**config.mk**
```make
export PLATFORM = sky130hd
export DESIGN_NAME = mux4_1
export DESIGN_NICKNAME = d
export VERILOG_FILES = /design/src/rtl/mux_pkg.sv /design/src/rtl/mux2_1.sv /design/src/rtl/mux4_1.sv
export SDC_FILE = /design/constraint.sdc
export NUM_CORES = 1
export LEC_CHECK = 0
export CORE_AREA = 2 2 152 154
export CTS_BUF_LIST = sky130_fd_sc_hd__clkbuf_8
export DETAILED_ROUTE_END_ITERATION = 8
export DIE_AREA = 0 0 154 156
export RECOVER_POWER = 100
export SYNTH_ARGS = -nofsm -noshare
export SYNTH_HDL_FRONTEND = slang
export SYNTH_SLANG_ARGS = --single-unit
```
**constraint.sdc**
```tcl
create_clock -name clk -period 1.46 [get_ports clk]
set_clock_uncertainty 0.15 [all_clocks]
set_input_delay 0.219 -clock clk [delete_from_list [all_inputs] [get_ports clk]]
set_output_delay 0.219 -clock clk [all_outputs]
set_load 0.005 [all_outputs]
```
**src/rtl/mux_pkg.sv**
```systemverilog
// mux_pkg: shared widths and select type for the mux tree cells
package mux_pkg;
  localparam int MUX_DEFAULT_WIDTH = 64;
  localparam int MUX4_SEL_W = 2;
  typedef logic [MUX4_SEL_W-1:0] mux4_sel_t;
endpackage

```
**src/rtl/mux2_1.sv**
```systemverilog
// mux2_1: WIDTH-bit 2:1 combinational leaf cell
module mux2_1
  import mux_pkg::*;
#(
  parameter int WIDTH = MUX_DEFAULT_WIDTH
) (
  input  logic [1:0][WIDTH-1:0] mux_in,
  input  logic                  sel,
  output logic [WIDTH-1:0]      mux_out
);
  assign mux_out = sel ? mux_in[1] : mux_in[0];
endmodule

```
**src/rtl/mux4_1.sv**
```systemverilog
// mux4_1: WIDTH-bit 4:1 mux tree with registered output and valid flag
// Optional registered parity output mux_par when MUX4_1_PARITY_EN is defined.
module mux4_1
  import mux_pkg::*;
#(
  parameter int WIDTH = MUX_DEFAULT_WIDTH
) (
  input  logic                  clk,
  input  logic                  rst_n,
  input  logic [3:0][WIDTH-1:0] mux_in,
  input  mux4_sel_t             sel,
  input  logic                  in_valid,
  output logic [WIDTH-1:0]      mux_out_comb,
  output logic [WIDTH-1:0]      mux_out,
  output logic                  out_valid
`ifdef MUX4_1_PARITY_EN
  ,
  output logic                  mux_par
`endif
);
  logic [WIDTH-1:0] a, b;
  mux2_1 #(.WIDTH(WIDTH)) u_leaf_a (.mux_in(mux_in[1:0]), .sel(sel[0]), .mux_out(a));
  mux2_1 #(.WIDTH(WIDTH)) u_leaf_b (.mux_in(mux_in[3:2]), .sel(sel[0]), .mux_out(b));
  mux2_1 #(.WIDTH(WIDTH)) u_root (.mux_in({b, a}), .sel(sel[1]), .mux_out(mux_out_comb));
  always_ff @(posedge clk or negedge rst_n)
    if (!rst_n) begin
      mux_out   <= '0;
      out_valid <= 1'b0;
    end else begin
      if (in_valid) mux_out <= mux_out_comb;
      out_valid <= in_valid;
    end
`ifdef MUX4_1_PARITY_EN
  always_ff @(posedge clk or negedge rst_n)
    if (!rst_n) mux_par <= 1'b0;
    else if (in_valid) mux_par <= ^mux_out_comb;
`endif
endmodule

```
# Word level (Yosys, flattened, before mapping)
# Cells that the tools add are included.
[totals] ff_bits=65 out_inout_bits=129 wordCells=5
[classes] mux=3
[op_table] operator="two-way mux 64 bit" count=3

# Logic depth before layout (Yosys ltp)
[logic_depth] depth_word=2 mapped_depth=4 depth_no_buf=2

# Modules after synthesis
# From an unflattened synthesis, not the netlist that was laid out.
[unflattened] cells_unflattened=349 area_unflattened_um2=5935.7
[modules_own_cells] mod="mux2_1" instances=3 cells_each=71 area_each_um2=1077.3
[modules_own_cells] mod="mux4_1" instances=1 cells_each=136 area_each_um2=2703.8

# Worst setup path before layout
# OpenSTA, ideal clock, no wires.
[synth_timing] kind="input-to-output" startpoint="in sel[0]" endpoint="out mux_out_comb[10]" arrival_ps=911 required_time_ps=1091 slack_ps=180 stages=3 cell_sequence="buf_2 > buf_2 > mux2i_1"
[synth_between] elab_chain_len=2
[synth_rtl] element="from (decl)" line_no="mux4_1.sv:11" source="input mux4_sel_t sel,"
[synth_rtl] element="two-way mux 64 bit" line_no="mux2_1.sv:11" source="assign mux_out = sel ? mux_in[1] : mux_in[0];"
[synth_rtl] element="two-way mux 64 bit *" line_no="mux2_1.sv:11"
[synth_rtl] element="to (decl)" line_no="mux4_1.sv:13" source="output logic [WIDTH-1:0] mux_out_comb,"
# Every way passes the cells marked *; elsewhere a longest branch is shown, timed or not.

# Final worst setup path
[layout_timing] startpoint="in sel[1]" endpoint="out mux_out_comb[51]"
[layout_between] elab_chain_len=1
[layout_rtl] element="two-way mux 64 bit" line_no="mux2_1.sv:11"
# No other way between the ends.

==> impl_metrics.json <==
{
  "status": "finished with violations",
  "violations": "negative setup slack",
  "grt_max_degree": 66,
  "hold_depth": 3,
  "fillCellCount": 1915,
  "grt_util_all_layers": 0.191,
  "synth_compound_area_frac": 0.115,
  "clockBufferDepth": 2,
  "syn_avg_cell_area_sq_um": 11.4,
  "drtIter0Drc": 171,
  "endpoint_kind": "primary output",
  "drc_errors": 0,
  "die_w_um": 154,
  "rsz0062_at_grt": "true",
  "core.rowCount": 55,
  "r2r_setup_slack_ns": 0.46,
  "syn_to_final_growth_pct": 154,
  "drv_cap": 0,
  "setup_slack_ns": -0.341,
  "viasPerCell": 4.52,
  "irDropWorstVdd_uv": 309,
  "final_common_cell": "clkdlybuf4s50_1",
  "start_kind": "primary input",
  "slew_headroom": 0.569,
  "tightest_slew_ns": 0.646,
  "start_util": 0.218,
  "cts_tree": "done",
  "criticalPathCategory": "in -> out",
  "numPortBuffers": 389,
  "routed_wl_mm": 24.7,
  "synth_seq_cells": 65,
  "cts_buffers": 9,
  "first_pass_iters": 4,
  "synth_top_family_by_area": "multiplexers",
  "clkLatencyLatePin_ns": 0.35,
  "cts.sinks": 65,
  "r2r-end": "mux_out[42]$_DFFE_PN0P_",
  "final.period_utilization": 1.23,
  "yosys.area_share.xor_xnor": 0,
  "first_global_vias": 6460,
  "rr_startpoint": "mux_out[42]$_DFFE_PN0P_",
  "path_max_fanout": 6,
  "clockRootBuffer": "clkbuf_8",
  "grt_overflow": 0,
  "die_area_sq_um": 24000,
  "gp_congestion": 0.774,
  "antenna_left": 0,
  "grt_pass1_wl_mm": 35.6,
  "hp-start": "in_valid",
  "fin_area_sq_um": 12400,
  "period_needed_ns": 1.80,
  "slew_viol_final": 0,
  "synth.area.mux_share": 0.394,
  "synth_adder_area_share": 0,
  "final_layout_size_suffix_gt1_frac": 0.448,
  "final_hold_viol_count": 0,
  "crit_chain": "buf_16, buf_8, buf_16, buf_12, buf_8, buf_12, mux2i_4, mux2i_1, buf_2",
  "antenna_found_initial": 1,
  "setup_viol": 70,
  "h-tree-depth": 3,
  "mostFrequentLayoutCells": "clkdlybuf4s50_1, buf_4, mux2i_1",
  "syn-num-nets": 689,
  "fmax_mhz": 555,
  "cp_num_buf_inv": 7,
  "ys_seq_area_frac": 0.333,
  "syn_area_sq_um": 4880,
  "yosys.area_share.simple": 0.0841,
  "routedWlPerCell_um": 18.1,
  "die_h_um": 156,
  "cpLargestDelayFamily": "buffers and inverters",
  "core_sq_um": 22400,
  "fin_nets": 1339,
  "hold_path.class": "in -> reg",
  "fin_cells": 1368,
  "powerDensity_nw_per_um2": 589,
  "synth_cell_types": 11,
  "worstPathRequired_ns": 1.09,
  "synth_cells": 428,
  "r2r_cells": 3,
  "leakagePower_nw": 5.58,
  "top_level_ports": 390,
  "post-route-util": 0.554,
  "path_clk_slew_ns": 0.07,
  "cpMaxStageDelayCell": "mux2i_4",
  "vias": 6177,
  "critPathMaxStageDelay_ns": 0.17,
  "dpl_cell_area_sq_um": 10100,
  "place_inst": 1223,
  "place_hpwl_mm": 16.7,
  "arrival_ns": 1.43,
  "startpoint": "sel[1]",
  "worstHoldEndpoint": "mux_out[26]$_DFFE_PN0P_",
  "ys.warnings.count": 0
}
-- where the power goes --
group	internal (mW)	switching [mW]	total (mW)	leakage (nW)
Combinational	2.41	1.37	3.79	4.69
Clock	0.636	0.733	1.37	0.0929
Sequential	2.02	0.123	2.15	0.798
Total	5.07	2.23	7.30	5.58
-- layer usage --
metal / global-route usage / share of wire / wire length (um) / up-vias
met5: 0 / 0.00053 / 13 / -
met4: 0.0712 / 0.024 / 602 / 2
met3: 0.0539 / 0.076 / 1880 / 34
met2: 0.344 / 0.52 / 12900 / 263
met1: 0.213 / 0.38 / 9380 / 2913
li1: - / - / - / 2965
-- sequential cells by signal, indices dropped and copies added, names as in the netlist --
name       flops
mux_out       64
out_valid      1
-- kinds of logic (layout without fill, tap and decap cells) --
logic type / count (synthesis) / in the layout
DFF: 65 / 65
AOI/OAI and AO/OA: 64 / 64
buffers and inverters: 41 / 695
and+or+nand+nor: 66 / 66
muxes: 192 / 192
other: 0 / 1
-- timing repair --
item,in CTS,in global routing
gates resized for setup,442,166
endpoints found under the setup margin,129,71
pin swaps,0,2
gates cloned,4,3
hold endpoints to repair,65,0
hold buffers,1,0
setup buffers,92,39
-- synth_stat cells --
cell	instances	area [sq um]
buf_12	7	140
buf_2	19	95.1
buf_4	1	7.51
buf_6	4	45.0
buf_8	3	45.0
clkbuf_1	7	26.3
dfrtp_1	65	1630
mux2i_1	192	1920
nand2_1	1	3.75
nand2b_1	65	407
o221ai_1	64	561
-- worst max-delay path by stage --
stage	end	slack [ns]	cells after the start
after floorplan	mux_out_comb[10]	0.18	3
after CTS	mux_out_comb[41]	-0.42	5
final	mux_out_comb[51]	-0.34	9
after global routing	mux_out_comb[51]	-0.36	9
after global placement	mux_out_comb[54]	-0.52	6
after detailed placement	mux_out_comb[53]	-0.55	6
-- area by class of cell --
type,count,area [sq um],share of cell area
antenna,1,2.50,0.000202
clock inverter,5,23.8,0.00192
sequential,65,1630,0.131
multi-input combinational,322,3910,0.315
clock buffer,10,138,0.0111
tap,285,357,0.0288
timing repair buffer,680,6340,0.511
-- stage by stage --
step           hold WS [ns]  setup TNS (ns)  power (mW)  worst slack [ns]
6_report              0.171          -10.90        7.30            -0.341
5_1_grt               0.195          -14.60        7.71            -0.363
4_1_cts              0.0937          -12.78        7.06            -0.417
3_5_place_dp          0.106          -30.71        5.35            -0.549
3_3_place_gp          0.108          -29.63        5.34            -0.518
2_1_floorplan        -0.227               0        3.10             0.180
-- worst reg2reg max path, cell delays in order (launching register included) --
cell and delay, ns:
dfrtp_1 0.41, buf_4 0.14, nand2b_1 0.06, o221ai_1 0.10
(Power assumes the default switching activity.)
